**config.mk**
```make
export PLATFORM = sky130hd
export DESIGN_NAME = rnn_mem_arbiter
export DESIGN_NICKNAME = d
export VERILOG_FILES = /design/src/rtl/rnn_mem_pkg.sv /design/src/rtl/rnn_rr_pick2.sv /design/src/rtl/rnn_mem_arbiter.sv
export SDC_FILE = /design/constraint.sdc
export NUM_CORES = 1
export LEC_CHECK = 0
export CAP_MARGIN = 20
export CELL_PAD_IN_SITES_DETAIL_PLACEMENT = 1
export CELL_PAD_IN_SITES_GLOBAL_PLACEMENT = 1
export CORE_MARGIN = 10
export CORE_UTILIZATION = 19
export CTS_CLUSTER_DIAMETER = 60
export DETAILED_ROUTE_END_ITERATION = 8
export GPL_ROUTABILITY_DRIVEN = 0
export PLACE_DENSITY = 0.88
export SETUP_SLACK_MARGIN = 0.4
export SYNTH_ARGS = -nofsm -noshare
export SYNTH_HDL_FRONTEND = slang
export SYNTH_HIERARCHICAL = 1
export SYNTH_SLANG_ARGS = --single-unit
```
**constraint.sdc**
```tcl
create_clock -name clk -period 2.84 [get_ports clk]
set_clock_uncertainty 0.2 [all_clocks]
set_input_delay 0.852 -clock clk [delete_from_list [all_inputs] [get_ports clk]]
set_output_delay 0.852 -clock clk [all_outputs]
set_load 0.02 [all_outputs]
```
**src/rtl/rnn_mem_pkg.sv**
```systemverilog
// Shared widths, memory select codes, FSM encoding and beat payload for the
// RNN memory arbiter.
package rnn_mem_pkg;

  localparam int unsigned ADDR_W        = 17;
  localparam int unsigned DATA_W        = 20;
  localparam int unsigned SEL_W         = 3;
  localparam int unsigned MAX_BURST_DEF = 64;

  // Memory select codes
  localparam logic [SEL_W-1:0] SEL_WIH = 3'b000;
  localparam logic [SEL_W-1:0] SEL_BIH = 3'b001;
  localparam logic [SEL_W-1:0] SEL_WHH = 3'b010;
  localparam logic [SEL_W-1:0] SEL_BHH = 3'b011;
  localparam logic [SEL_W-1:0] SEL_HDR = 3'b100;
  localparam logic [SEL_W-1:0] SEL_OUT = 3'b101;

  typedef enum logic [1:0] {
    ST_IDLE = 2'd0,
    ST_OWN0 = 2'd1,
    ST_OWN1 = 2'd2
  } arb_state_e;

  // One requester beat as presented on its request port
  typedef struct packed {
    logic              we;
    logic              last;
    logic [SEL_W-1:0]  sel;
    logic [ADDR_W-1:0] addr;
    logic [DATA_W-1:0] wdata;
  } beat_t;

endpackage

```
**src/rtl/rnn_rr_pick2.sv**
```systemverilog
// Two-way round-robin choice.
// Ports: req0/req1 requests, ptr favoured requester on contention,
//        win chosen requester index, any at least one request present.
module rnn_rr_pick2 (
  input  logic req0,
  input  logic req1,
  input  logic ptr,
  output logic win,
  output logic any
);

  always_comb begin
    any = req0 | req1;
    win = (req0 & req1) ? ptr : req1;
  end

endmodule

```
**src/rtl/rnn_mem_arbiter.sv**
```systemverilog
// Arbitrates the single RNN memory port between the compute engine (r0) and
// the writeback/debug engine (r1): round-robin, burst lock, bounded bursts,
// read data routed back to the requester that issued the beat.
// Ports:
//   clk, reset                 clock, async active-high reset
//   rN_req/we/last/sel/addr/wdata  requester N beat request
//   rN_gnt                     requester N owns the port
//   rN_rvalid/rN_rdata         read response, one cycle after the beat
//   rN_err                     one-cycle pulse after an illegal write beat
//   mce/msel/maddr/mdata_w     memory command (zero when no beat issued)
//   mdata_r                    memory read data, cycle after address
//   busy                       grant held or read response pending
import rnn_mem_pkg::*;

module rnn_mem_arbiter #(
  parameter int unsigned      MAX_BURST = MAX_BURST_DEF,
  parameter logic [SEL_W-1:0] OUT_SEL   = SEL_OUT
) (
  input  logic              clk,
  input  logic              reset,
  input  logic              r0_req,
  input  logic              r0_we,
  input  logic              r0_last,
  input  logic [SEL_W-1:0]  r0_sel,
  input  logic [ADDR_W-1:0] r0_addr,
  input  logic [DATA_W-1:0] r0_wdata,
  output logic              r0_gnt,
  output logic              r0_rvalid,
  output logic [DATA_W-1:0] r0_rdata,
  output logic              r0_err,
  input  logic              r1_req,
  input  logic              r1_we,
  input  logic              r1_last,
  input  logic [SEL_W-1:0]  r1_sel,
  input  logic [ADDR_W-1:0] r1_addr,
  input  logic [DATA_W-1:0] r1_wdata,
  output logic              r1_gnt,
  output logic              r1_rvalid,
  output logic [DATA_W-1:0] r1_rdata,
  output logic              r1_err,
  output logic              mce,
  output logic [SEL_W-1:0]  msel,
  output logic [ADDR_W-1:0] maddr,
  output logic [DATA_W-1:0] mdata_w,
  input  logic [DATA_W-1:0] mdata_r,
  output logic              busy
);

  localparam int unsigned CNT_W = (MAX_BURST > 1) ? $clog2(MAX_BURST) : 1;

  arb_state_e       state, state_nxt;
  logic             ptr, ptr_nxt;
  logic [CNT_W-1:0] cnt, cnt_nxt;

  beat_t b0, b1, own_beat;
  logic  own_req, other_req, own_id;
  logic  beat, illegal, at_max, rel;
  logic  pick_win, pick_any;
  logic  pend_vld, pend_id;

  assign b0 = '{we: r0_we, last: r0_last, sel: r0_sel, addr: r0_addr, wdata: r0_wdata};
  assign b1 = '{we: r1_we, last: r1_last, sel: r1_sel, addr: r1_addr, wdata: r1_wdata};

  rnn_rr_pick2 u_pick (
    .req0 (r0_req),
    .req1 (r1_req),
    .ptr  (ptr),
    .win  (pick_win),
    .any  (pick_any)
  );

  // Owner view of the request ports and release condition
  always_comb begin
    own_req   = 1'b0;
    other_req = 1'b0;
    own_id    = 1'b0;
    own_beat  = '0;
    case (state)
      ST_OWN0: begin
        own_req   = r0_req;
        other_req = r1_req;
        own_beat  = b0;
      end
      ST_OWN1: begin
        own_req   = r1_req;
        other_req = r0_req;
        own_id    = 1'b1;
        own_beat  = b1;
      end
      default: ;
    endcase
    illegal = own_beat.we & (own_beat.sel != OUT_SEL);
    beat    = own_req;
    at_max  = beat & (cnt == CNT_W'(MAX_BURST - 1));
    rel     = (beat & own_beat.last) | ~own_req | at_max;
  end

  // State, pointer and burst counter registers
  always_ff @(posedge clk or posedge reset) begin
    if (reset) begin
      state <= ST_IDLE;
      ptr   <= 1'b0;
      cnt   <= '0;
    end else begin
      state <= state_nxt;
      ptr   <= ptr_nxt;
      cnt   <= cnt_nxt;
    end
  end

  // Next state: grant from IDLE, handoff / re-grant / idle on release
  always_comb begin
    state_nxt = state;
    ptr_nxt   = ptr;
    cnt_nxt   = cnt;
    case (state)
      ST_IDLE: begin
        if (pick_any) begin
          state_nxt = pick_win ? ST_OWN1 : ST_OWN0;
          cnt_nxt   = '0;
        end
      end
      default: begin
        if (rel) begin
          ptr_nxt = ~own_id;
          cnt_nxt = '0;
          if (other_req)
            state_nxt = own_id ? ST_OWN0 : ST_OWN1;
          else if (at_max & ~own_beat.last)
            state_nxt = state;  // forced release with nobody waiting: keep the port
          else
            state_nxt = ST_IDLE;
        end else if (beat) begin
          cnt_nxt = cnt + CNT_W'(1);
        end
      end
    endcase
  end

  // Outputs: grants from state, memory command follows owner, responses routed
  always_comb begin
    r0_gnt    = (state == ST_OWN0);
    r1_gnt    = (state == ST_OWN1);
    mce       = beat & ~illegal;
    msel      = '0;
    maddr     = '0;
    mdata_w   = '0;
    if (mce) begin
      msel    = own_beat.sel;
      maddr   = own_beat.addr;
      mdata_w = own_beat.wdata;
    end
    r0_rvalid = pend_vld & ~pend_id;
    r1_rvalid = pend_vld & pend_id;
    r0_rdata  = r0_rvalid ? mdata_r : '0;
    r1_rdata  = r1_rvalid ? mdata_r : '0;
    busy      = (state != ST_IDLE) | pend_vld;
  end

  // Pending read response tag and illegal-write pulses
  always_ff @(posedge clk or posedge reset) begin
    if (reset) begin
      pend_vld <= 1'b0;
      pend_id  <= 1'b0;
      r0_err   <= 1'b0;
      r1_err   <= 1'b0;
    end else begin
      pend_vld <= beat & ~own_beat.we;
      pend_id  <= own_id;
      r0_err   <= beat & illegal & ~own_id;
      r1_err   <= beat & illegal & own_id;
    end
  end

endmodule

```
==> flow_summary_export.csv <==
group,metric,value,unit
cts,h-tree-depth,1,
yosys,ys_seq_area_share,16.7,%
yosys,synth_nets,348,
yosys,syn_inst,236,
cts,root_buffer,"clkbuf_8",
worst_setup_path,worstSetupPathType,"reg -> out",
grt,grt_pass1_vias,3456,
detailed_routing,drt_pre_antenna_iters,4,
floorplan,core,9860,um^2
sta,timing.final.hold_violations,0,
floorplan,dieArea,14700,um^2
cts,clock-sinks,13,
worst_setup_path,endpoint_kind,"output pin",
detailed_routing,routedWlPerCell,24.1,um
yosys,synth-seq-cells,13,
cts,hold_buffers,0,
worst_setup_path,crit_buf_inv,5,
yosys,synth_top_area_cell,"dfrtp_1",
sta,maxSlewViolCount,0,
pwr,power,3.55,mW
cts,cts_buffers,3,
placed_design,io_buffer_count,195,
floorplan,initial_utilization,19.7,%
final_layout,postLayoutCellArea,5320,um^2
yosys,synthArstFlopShare,100,%
worst_setup_path,critPathMaxFanout,5,
sta,relSlewSlack,64.8,%
grt,grt.total_usage,18.0,%
yosys,yosysWarnings,6,
sta,layout_min_cycle_time,3.26,ns
yosys,avgSynthCellArea,8.25,um^2
worst_setup_path,worst-path-stages,9,
grt,antenna_found_initial,1,
yosys,syn_area,1950,um^2
outcome,violations,"negative setup slack",
worst_setup_path,startpoint_type,"flip-flop",
grt,grt_overflow,0,
yosys,synth_edf_count,0,
sta,timing.final.ws_setup,-0.424,ns
yosys,post-synth-top-count-cell,"a22oi_1",
pwr,ir_drop,0.292,mV
sta,finalSetupTns,-13.74,ns
worst_setup_path,worstRegToRegCells,9,
detailed_routing,via_count,3062,
detailed_routing,ant_nets,0,
worst_hold_path,hold_path_depth,1,
sta,max_freq,306,MHz
outcome,status,"finished with violations",
worst_setup_path,required,1.79,ns
detailed_routing,drc,0,
yosys,synth_top_area_share,16.7,%
pwr,power_density,668,nW/um^2
cts,cts_tree,"yes",
floorplan,io_pins,196,
worst_setup_path,slowest_delay,0.41,ns
cts,clk_pin_slew,0.06,ns
final_layout,final_nets,589,
floorplan,die_y,121,um
job,maxCapViolations,0,
sta,finalSetupViolCount,41,
detailed_routing,via_per_inst,5.02,
detailed_routing,drt_wl_total,14700,um
grt,grt_first_pass_wirelength,20900,um
final_layout,synthToLayoutAreaGrowth,173,%
cts,insertion_delay,0.26,ns
worst_setup_path,cp_top_family,"buffers and inverters",
yosys,yosys-top-cells-count,"43 x a22oi_1, 23 x and2_1, 22 x a211oi_2, 21 x and3_1, 17 x a211oi_1",
final_layout,drive_above_1_share,52.9,%
final_layout,n_fill_cell,1061,
sta,rsz0062_at_grt,"yes",
worst_setup_path,ff2ff_setup_slack,0.44,ns
sta,period_share,115,%
floorplan,die_x,121,um
floorplan,std_cell_rows,36,
placed_design,place_area,4460,um^2
grt,grt_max_degree,23,
sta,max_slew.worst_pin.slew,0.527,ns
worst_setup_path,crit_top_cell,"buf_6",
worst_setup_path,cp.arrival,2.21,ns
worst_setup_path,path_cells,"buf_6 > ha_4 > buf_6 > a22oi_2 > o21ai_4 > buf_6 > buf_16 > a211oi_4 > buf_6",
worst_hold_path,hold_path.class,"reg -> reg",
yosys,synth_flop_cell,"dfrtp_1",
yosys,synth_top_cells_by_area,"dfrtp_1 17%, a22oi_1 17%, a211oi_2 14%",
yosys,synth_cell_types,42,
detailed_routing,dr.first_iter.drc_count,239,
placed_design,dp_hpwl,10000,um
pwr,p_leak,2.18,nW
worst_setup_path,cpMaxStageDelayCell,"dfrtp_1",
cts,cts_buffer_depth,2,
[cell usage in the layout, fill, tap and decap left out, types with 3 or more instances in the layout]
cell type / synthesis / routed
a211oi_4: 0 / 22
dfrtp_1: 13 / 13
and2_4: 0 / 7
clkbuf_8: 0 / 3
nand2_1: 12 / 10
clkdlybuf4s50_1: 0 / 79
buf_16: 0 / 8
ha_4: 0 / 3
a22oi_1: 43 / 39
dlygate4sd2_1: 0 / 4
clkdlybuf4s15_1: 0 / 19
and3_4: 0 / 11
a22oi_2: 1 / 5
and3_1: 21 / 10
and2_1: 23 / 16
buf_6: 7 / 73
nand3_1: 4 / 4
inv_1: 6 / 4
buf_4: 2 / 47
buf_12: 0 / 13
a211oi_2: 22 / 17
buf_2: 5 / 18
[cell families after synthesis]
kind of cell / after synthesis / share of synthesized area [%]
AOI/OAI and AO/OA: 100 / 44.5
xor gates and xnor gates: 2 / 0.900
adders and majority gates: 4 / 2.57
buffers and inverters: 38 / 10.7
DFF: 13 / 16.7
muxes: 4 / 2.38
and+or+nand+nor: 75 / 22.2
[path summary, 6_finish.rpt]
path / from / endpoint
worst max-delay path: state[1]$_DFFE_PP0P_ / maddr[4]
worst min-delay path: ptr$_DFFE_PP0P_ / ptr$_DFFE_PP0P_
worst max register to register: state[0]$_DFFE_PP0P_ / state[1]$_DFFE_PP0P_
worst min register to register: ptr$_DFFE_PP0P_ / ptr$_DFFE_PP0P_
max in group asynchronous: reset / cnt[2]$_DFFE_PP0P_
min in group asynchronous: reset / ptr$_DFFE_PP0P_
[what timing repair did]
item,4_1_cts,5_1_grt
gates cloned,9,1
pin swaps,38,16
endpoints found under the hold margin,0,0
resized for setup,565,54
endpoints found under the setup margin,93,57
setup buffers,20,7
[metrics by stage]
| stage | utilization [%] | hold WS, ns | setup WS [ns] | cells |
|---|---|---|---|---|
| 2_1_floorplan | - | 0.281 | -0.00915 | 236 |
| 3_3_place_gp | 45.2 | 0.293 | -1.05 | 568 |
| 3_5_place_dp | 45.2 | 0.311 | -1.14 | 568 |
| 4_1_cts | 51.2 | 0.326 | -0.324 | 601 |
| 5_1_grt | 53.9 | 0.368 | -0.504 | 610 |
| 6_report | 53.9 | 0.328 | -0.424 | 610 |
[metal layers]
layer | vias up | GRT usage, % | part of all wire, %
met1 | 1528 | 18.5 | 36
met3 | 20 | 4.79 | 7.3
li1 | 1382 | - | -
met4 | 0 | 5.74 | 2.3
met2 | 132 | 34.6 | 54
met5 | - | 0 | 0
[worst reg2reg max path: stages (launching register included)]
cell     delay [ns]
dfrtp_1        0.41
buf_6          0.13
ha_4           0.18
buf_6          0.13
a22o_4         0.27
buf_4          0.14
buf_4          0.13
and4b_2        0.24
a21oi_4        0.16
mux2_4         0.31
[cell type report]
type                    count  area, um^2  share of cell area [%]
clock buffers               4        45.0                   0.846
inverters                   7        31.3                   0.588
multi-input cells         185        1890                    35.5
flip-flops and latches     13         325                    6.11
diodes                      1        2.50                  0.0470
well taps                 133         166                    3.13
repair buffers            267        2860                    53.8
[registers in the layout (all words and copies together) (netlist names)]
name,count
cnt,6
state,2
pend_id,1
pend_vld,1
ptr,1
r0_err,1
r1_err,1
[power breakdown]
part           switching (mW)  internal, mW  leakage (nW)  total, mW
clock                  0.0769        0.0998        0.0228      0.177
combinational            1.60          1.54          1.98       3.13
sequential             0.0269         0.217         0.174      0.244
total                    1.70          1.85          2.18       3.55
(Power assumes the default switching activity.)
